$ cat config.mk
export PLATFORM = sky130hd
export DESIGN_NAME = bomb_countdown_flat
export DESIGN_NICKNAME = d
export VERILOG_FILES = /design/src/rtl/bomb_countdown_if.sv /design/src/rtl/bomb_countdown.sv /design/src/flat_wrapper.sv
export SDC_FILE = /design/constraint.sdc
export NUM_CORES = 1
export LEC_CHECK = 0
export BUFFER_PORTS_ARGS = -buffer_cell sky130_fd_sc_hd__buf_2
export CORE_UTILIZATION = 40
export CTS_CLUSTER_SIZE = 24
export DETAILED_ROUTE_END_ITERATION = 10
export PLACE_DENSITY = 0.57
export SLEW_MARGIN = 20
export SYNTH_ARGS = -nofsm -noshare
export SYNTH_HDL_FRONTEND = slang
export SYNTH_SLANG_ARGS = --single-unit
$ cat constraint.sdc
create_clock -name clk -period 6.8 [get_ports clk]
set_input_delay 1.36 -clock clk [delete_from_list [all_inputs] [get_ports clk]]
set_output_delay 1.36 -clock clk [all_outputs]
set_load 0.02 [all_outputs]
$ cat src/rtl/bomb_countdown_if.sv
// Button/display bundle for the bomb countdown controller.
// The master side (board or bench) drives the push-button triggers and
// watches the 7-segment and status outputs; the slave side is the controller.
interface bomb_countdown_if #(
   parameter int DIGITS = 4
);
   logic [3:0]          trigger;
   logic [8*DIGITS-1:0] hex;
   logic                exploded;
   logic                defused;

   modport master (
      output trigger,
      input  hex,
      input  exploded,
      input  defused
   );

   modport slave (
      input  trigger,
      output hex,
      output exploded,
      output defused
   );
endinterface

$ cat src/rtl/bomb_countdown.sv
// Bomb-timer controller: BCD countdown with a built-in tick prescaler,
// arm/pause/defuse/preset control from four push buttons, and direct
// active-low 7-segment drive for every digit.
module bomb_countdown #(
   parameter int                  TICK_DIV = 50_000_000,
   parameter int                  DIGITS   = 4,
   parameter logic [4*DIGITS-1:0] PRESET   = 16'h0060
) (
   input  logic              clk,
   input  logic              rst,
   bomb_countdown_if.slave   bus
);

   localparam int PW = (TICK_DIV > 1) ? $clog2(TICK_DIV) : 1;
   localparam int CW = 4 * DIGITS;

   localparam logic [2:0] ST_IDLE     = 3'd0;
   localparam logic [2:0] ST_ARMED    = 3'd1;
   localparam logic [2:0] ST_PAUSED   = 3'd2;
   localparam logic [2:0] ST_DEFUSED  = 3'd3;
   localparam logic [2:0] ST_EXPLODED = 3'd4;

   localparam logic [PW-1:0] PRESC_LAST = PW'(TICK_DIV - 1);

   logic [3:0]    trigMeta_q;
   logic [3:0]    trigSync_q;
   logic [3:0]    trigPrev_q;
   logic [3:0]    trigEdge_q;

   logic [2:0]    state_q,  state_d;
   logic [CW-1:0] count_q,  count_d;
   logic [PW-1:0] presc_q,  presc_d;
   logic          blink_q,  blink_d;

   logic          tick;
   logic [PW-1:0] prescNext;
   logic [CW-1:0] countInc;
   logic [CW-1:0] countDec;
   logic [8*DIGITS-1:0] hexOut;

   // BCD add-one across all digits; all-9s wraps to all-0s.
   function automatic logic [CW-1:0] bcdInc(input logic [CW-1:0] v);
      logic [CW-1:0] r;
      logic          carry;
      r     = v;
      carry = 1'b1;
      for (int k = 0; k < DIGITS; k++) begin
         if (carry) begin
            if (v[4*k +: 4] >= 4'd9) begin
               r[4*k +: 4] = 4'd0;
            end else begin
               r[4*k +: 4] = v[4*k +: 4] + 4'd1;
               carry       = 1'b0;
            end
         end
      end
      return r;
   endfunction

   // BCD subtract-one with borrow; only ever applied to a non-zero count.
   function automatic logic [CW-1:0] bcdDec(input logic [CW-1:0] v);
      logic [CW-1:0] r;
      logic          borrow;
      r      = v;
      borrow = 1'b1;
      for (int k = 0; k < DIGITS; k++) begin
         if (borrow) begin
            if (v[4*k +: 4] == 4'd0) begin
               r[4*k +: 4] = 4'd9;
            end else begin
               r[4*k +: 4] = v[4*k +: 4] - 4'd1;
               borrow      = 1'b0;
            end
         end
      end
      return r;
   endfunction

   // Active-low segments g..a for one BCD nibble; non-decimal nibbles go dark.
   function automatic logic [6:0] segDecode(input logic [3:0] d);
      logic [6:0] s;
      case (d)
         4'd0:    s = 7'h40;
         4'd1:    s = 7'h79;
         4'd2:    s = 7'h24;
         4'd3:    s = 7'h30;
         4'd4:    s = 7'h19;
         4'd5:    s = 7'h12;
         4'd6:    s = 7'h02;
         4'd7:    s = 7'h78;
         4'd8:    s = 7'h00;
         4'd9:    s = 7'h10;
         default: s = 7'h7F;
      endcase
      return s;
   endfunction

   // Button conditioning: two-flop synchroniser, then a registered rising-edge pulse.
   always_ff @(posedge clk or posedge rst) begin
      if (rst) begin
         trigMeta_q <= '0;
         trigSync_q <= '0;
         trigPrev_q <= '0;
         trigEdge_q <= '0;
      end else begin
         trigMeta_q <= bus.trigger;
         trigSync_q <= trigMeta_q;
         trigPrev_q <= trigSync_q;
         trigEdge_q <= trigSync_q & ~trigPrev_q;
      end
   end

   assign tick      = (presc_q == PRESC_LAST);
   assign prescNext = tick ? '0 : presc_q + 1'b1;
   assign countInc  = bcdInc(count_q);
   assign countDec  = bcdDec(count_q);

   // Next-state logic; within a cycle defuse beats pause, and pause beats the tick.
   always_comb begin
      state_d = state_q;
      count_d = count_q;
      presc_d = presc_q;
      blink_d = blink_q;
      case (state_q)
         ST_IDLE: begin
            presc_d = '0;
            if (trigEdge_q[0]) begin
               if (count_q != '0) begin
                  state_d = ST_ARMED;
               end
            end else if (trigEdge_q[2]) begin
               count_d = countInc;
            end
         end
         ST_ARMED: begin
            presc_d = prescNext;
            if (trigEdge_q[3]) begin
               state_d = ST_DEFUSED;
            end else if (trigEdge_q[1]) begin
               state_d = ST_PAUSED;
            end else if (tick) begin
               count_d = countDec;
               if (countDec == '0) begin
                  state_d = ST_EXPLODED;
               end
            end
         end
         ST_PAUSED: begin
            if (trigEdge_q[3]) begin
               state_d = ST_DEFUSED;
            end else if (trigEdge_q[1]) begin
               state_d = ST_ARMED;
            end
         end
         ST_DEFUSED: begin
            if (trigEdge_q[0]) begin
               state_d = ST_IDLE;
               count_d = PRESET;
               presc_d = '0;
               blink_d = 1'b0;
            end
         end
         ST_EXPLODED: begin
            presc_d = prescNext;
            if (tick) begin
               blink_d = ~blink_q;
            end
            if (trigEdge_q[0]) begin
               state_d = ST_IDLE;
               count_d = PRESET;
               presc_d = '0;
               blink_d = 1'b0;
            end
         end
         default: begin
            state_d = ST_IDLE;
            count_d = PRESET;
            presc_d = '0;
            blink_d = 1'b0;
         end
      endcase
   end

   // Controller state registers.
   always_ff @(posedge clk or posedge rst) begin
      if (rst) begin
         state_q <= ST_IDLE;
         count_q <= PRESET;
         presc_q <= '0;
         blink_q <= 1'b0;
      end else begin
         state_q <= state_d;
         count_q <= count_d;
         presc_q <= presc_d;
         blink_q <= blink_d;
      end
   end

   // Display decode: dp lights when defused, every digit blanks during the explode blink.
   always_comb begin
      hexOut = '1;
      for (int k = 0; k < DIGITS; k++) begin
         if ((state_q == ST_EXPLODED) && blink_q) begin
            hexOut[8*k +: 8] = 8'hFF;
         end else begin
            hexOut[8*k +: 8] = {(state_q != ST_DEFUSED), segDecode(count_q[4*k +: 4])};
         end
      end
   end

   assign bus.hex      = hexOut;
   assign bus.exploded = (state_q == ST_EXPLODED);
   assign bus.defused  = (state_q == ST_DEFUSED);

endmodule

$ cat src/flat_wrapper.sv
// flat-port wrapper written by rule: the top's interface ports become plain ports
module bomb_countdown_flat 
#(
   parameter int                  TICK_DIV = 50_000_000,
   parameter int                  DIGITS   = 4,
   parameter logic [4*DIGITS-1:0] PRESET   = 16'h0060
)
  (clk, rst, bus_trigger, bus_hex, bus_exploded, bus_defused);
  bomb_countdown_if #(.DIGITS(DIGITS)) bus_i ();
  input  logic clk;
  input  logic rst;
  input wire logic [$bits(bus_i.trigger)-1:0] bus_trigger;
  output wire logic [$bits(bus_i.hex)-1:0] bus_hex;
  output wire logic [$bits(bus_i.exploded)-1:0] bus_exploded;
  output wire logic [$bits(bus_i.defused)-1:0] bus_defused;
  assign bus_i.trigger = bus_trigger;
  assign bus_hex = bus_i.hex;
  assign bus_exploded = bus_i.exploded;
  assign bus_defused = bus_i.defused;
  bomb_countdown #(.TICK_DIV(TICK_DIV), .DIGITS(DIGITS), .PRESET(PRESET)) u_core (.clk(clk), .rst(rst), .bus(bus_i));
endmodule
==> results.toml <==
[status]
status = "complete, no violations"

[floorplanning]
design.core.area_um2 = 10790
io_pins = 40
start_util = 0.4092
fp-row-count = 38
die_x_um = 107.1
die_h_um = 107.1
die_area_um2 = 11470

[drt]
met2_length_um = 4993
routed.top_layer = "met4"
via_count = 3929
drt_iter0_markers = 306
wl_per_cell_um = 14.68
ant_nets = 0
route.met3.wl_um = 394
vias_per_cell = 5.597
drt-total-wl_um = 10300
drt-met1-wl_um = 4720
detail_route.first_pass.iterations = 4
drc = 0

[yosys]
yosysSeqAreaShare = 0.3518
ys_types = 72
synth-compound-area-share = 0.2346
yosys-top-cells-area = "dfrtp_1 (34%), o21ai_0 (6.9%), ha_1 (5.9%)"
synth-edff-count = 0
netlist_instances = 532
synth_mux_area_frac = 0.009632
synthAdderAreaFrac = 0.05949
synth.avg_cell_area_um2 = 8.302
synth_top_area_share = 0.3399
synth_xor_area_frac = 0.03569
ys_warn_count = 0
synthFlopType = "dfrtp_1"
ys_seq_elements = 62
synth-simple-area-share = 0.2564
async_reset_ff_frac = 1.000
synth_nets = 559
synth_largest_area_cell = "dfrtp_1"
syn_area_um2 = 4417
synth_top_family_by_area = "simple AND/OR/NAND/NOR gates"

[sta]
relSlewSlack = 0.4298
final_hold_viol_count = 0
hold_slack_ns = 0.3492
drv_slew = 0
fin_skew_ns = 0.01125
worstMarginPinSlew_ns = 0.8515
fin_crit_sh = 0.5633
rsz0062_at_grt = "false"
fin_ws_ns = 2.970
period_needed_ns = 3.830
clock.fmax_mhz = 261.1
tns_ns = 0
setup_violations = 0

[clocking]
numCtsBuffers = 9
ctsLongestPathBuffers = 2
cts.sinks = 62
cts_root_buf = "clkbuf_8"
postCtsSetupRepairBufs = 0
clkSlewWorstSetupHoldPaths_ns = 0.07
worstSkewPairLatency_ns = 0.35
post_cts_resized = 0
htree_levels = 3
cts_tree = "yes"
hold_buffers = 0

[placed_design]
placed_area_um2 = 4661
place_congestion = 0.8268
port_buffers = 39
place_hpwl_um = 7305
pre_cts_ws_ns = 3.318

[finish]
area_growth_pct = 10.17
fillCellCount = 1060
diodes = 0
layout_common_cells = "o21ai_0 (61), dfrtp_1 (60), nor2_1 (50), nand2_1 (47), a21oi_1 (45)"
drive_gt1_frac = 0.1619
finalNetCount = 584
final_area_um2 = 4866
final_common_cell = "o21ai_0"

[grt]
grt_overflow_total = 0
grt_max_degree = 63
grt_use_total = 0.1883
grt_pass1_wl_um = 17100
grt_pass1_vias = 3581
antenna_found_initial = 0

[worst_setup_path]
cp-start-kind = "flip-flop"
slowest_stage = "nand2_1"
cpMostUsedCell = "nand2_1"
cpPeakStageDelay_ns = 0.51
crit_arrival_ns = 2.47
cp_top_family = "simple AND/OR/NAND/NOR gates"
crit_buf_inv = 2
critPathCaptureType = "primary output"
worstPathMaxFanout = 27
path_cells = "clkinv_1 > nor3_1 > nand2_1 > and2_1 > nand2_1 > buf_2"
worstSetupPathType = "reg -> out"
crit_required_ns = 5.44

[worst_hold_path]
min_path_type = "reg -> reg"

[job]
drv_cap = 0

[pwr]
p_leak_uw = 0.002082
power.total_uw = 2170
peakVddDrop_mv = 0.2432
p_per_area_nw_per_um2 = 445.9
==> per-stage QoR <==
step / util / instances
5_1_grt: 0.4508 / 702
3_5_place_dp: 0.4318 / 686
4_1_cts: 0.4508 / 702
2_1_floorplan: - / 532
6_report: 0.4508 / 702
3_3_place_gp: 0.4318 / 686
==> registers in the layout (all words and copies together), names as in the netlist <==
register,cells
u_core.blink_q,1
u_core.presc_q,26
u_core.trigPrev_q,4
u_core.state_q,3
u_core.trigMeta_q,4
u_core.trigSync_q,4
u_core.trigEdge_q,4
u_core.count_q,16
==> layer usage <==
metal / vias up / GRT usage
met2: 78 / 0.3074
li1: 1960 / -
met1: 1874 / 0.2507
met3: 17 / 0.02796
met4: 0 / 0.07339
met5: - / 0
==> worst paths after layout <==
check	startpoint	endpoint	slack (ns)	cells after the start
worst max-delay path	u_core.state_q[2]	bus_hex[19]	2.97	6
worst min-delay path	u_core.trigMeta_q[0]	u_core.trigSync_q[0]	0.35	0
worst max register to register	u_core.count_q[0]	u_core.state_q[2]	3.95	8
worst min register to register	u_core.trigMeta_q[0]	u_core.trigSync_q[0]	0.35	0
max in group asynchronous	rst	u_core.count_q[10]	5.05	3
min in group asynchronous	rst	u_core.presc_q[8]	1.25	3
==> where the power goes <==
group | switching (µW) | internal, µW
combinational | 801 | 449
clock | 160 | 181
sequential | 153 | 426
total | 1110 | 1060
==> layout make-up <==
| type | instances | area, µm² | share of cell area |
|---|---|---|---|
| flip-flops and latches | 62 | 1554 | 0.3194 |
| repair buffers | 40 | 202.7 | 0.04166 |
| well taps | 140 | 175.2 | 0.03600 |
| clock inverters | 6 | 67.56 | 0.01389 |
| clock buffers | 10 | 137.6 | 0.02828 |
| inverters | 26 | 97.59 | 0.02006 |
| multi-input cells | 418 | 2631 | 0.5408 |
==> cells in the mapped netlist (6+ instances only) <==
library cell and n:
buf_4 6, inv_1 24, xnor2_1 6, and3_1 7, and2_1 10, a21oi_1 45, and4_1 7, dfrtp_1 60
nand2b_1 8, xor2_1 12, o31ai_1 8, clkbuf_1 13, nand3_1 22, o21ai_0 61, nor3_1 12, nand2_1 47
nor2_1 50, nand4_1 10, ha_1 21
==> cells by family (layout without fill, tap and decap cells) <==
group / Yosys count / count (layout)
buf+inv: 52 / 82
xor+xnor: 18 / 18
simple gates: 211 / 211
fa+ha+maj: 21 / 21
mux: 4 / 4
flops: 62 / 62
compound gates: 164 / 164
Note: power is estimated with default switching activity, not from simulation.
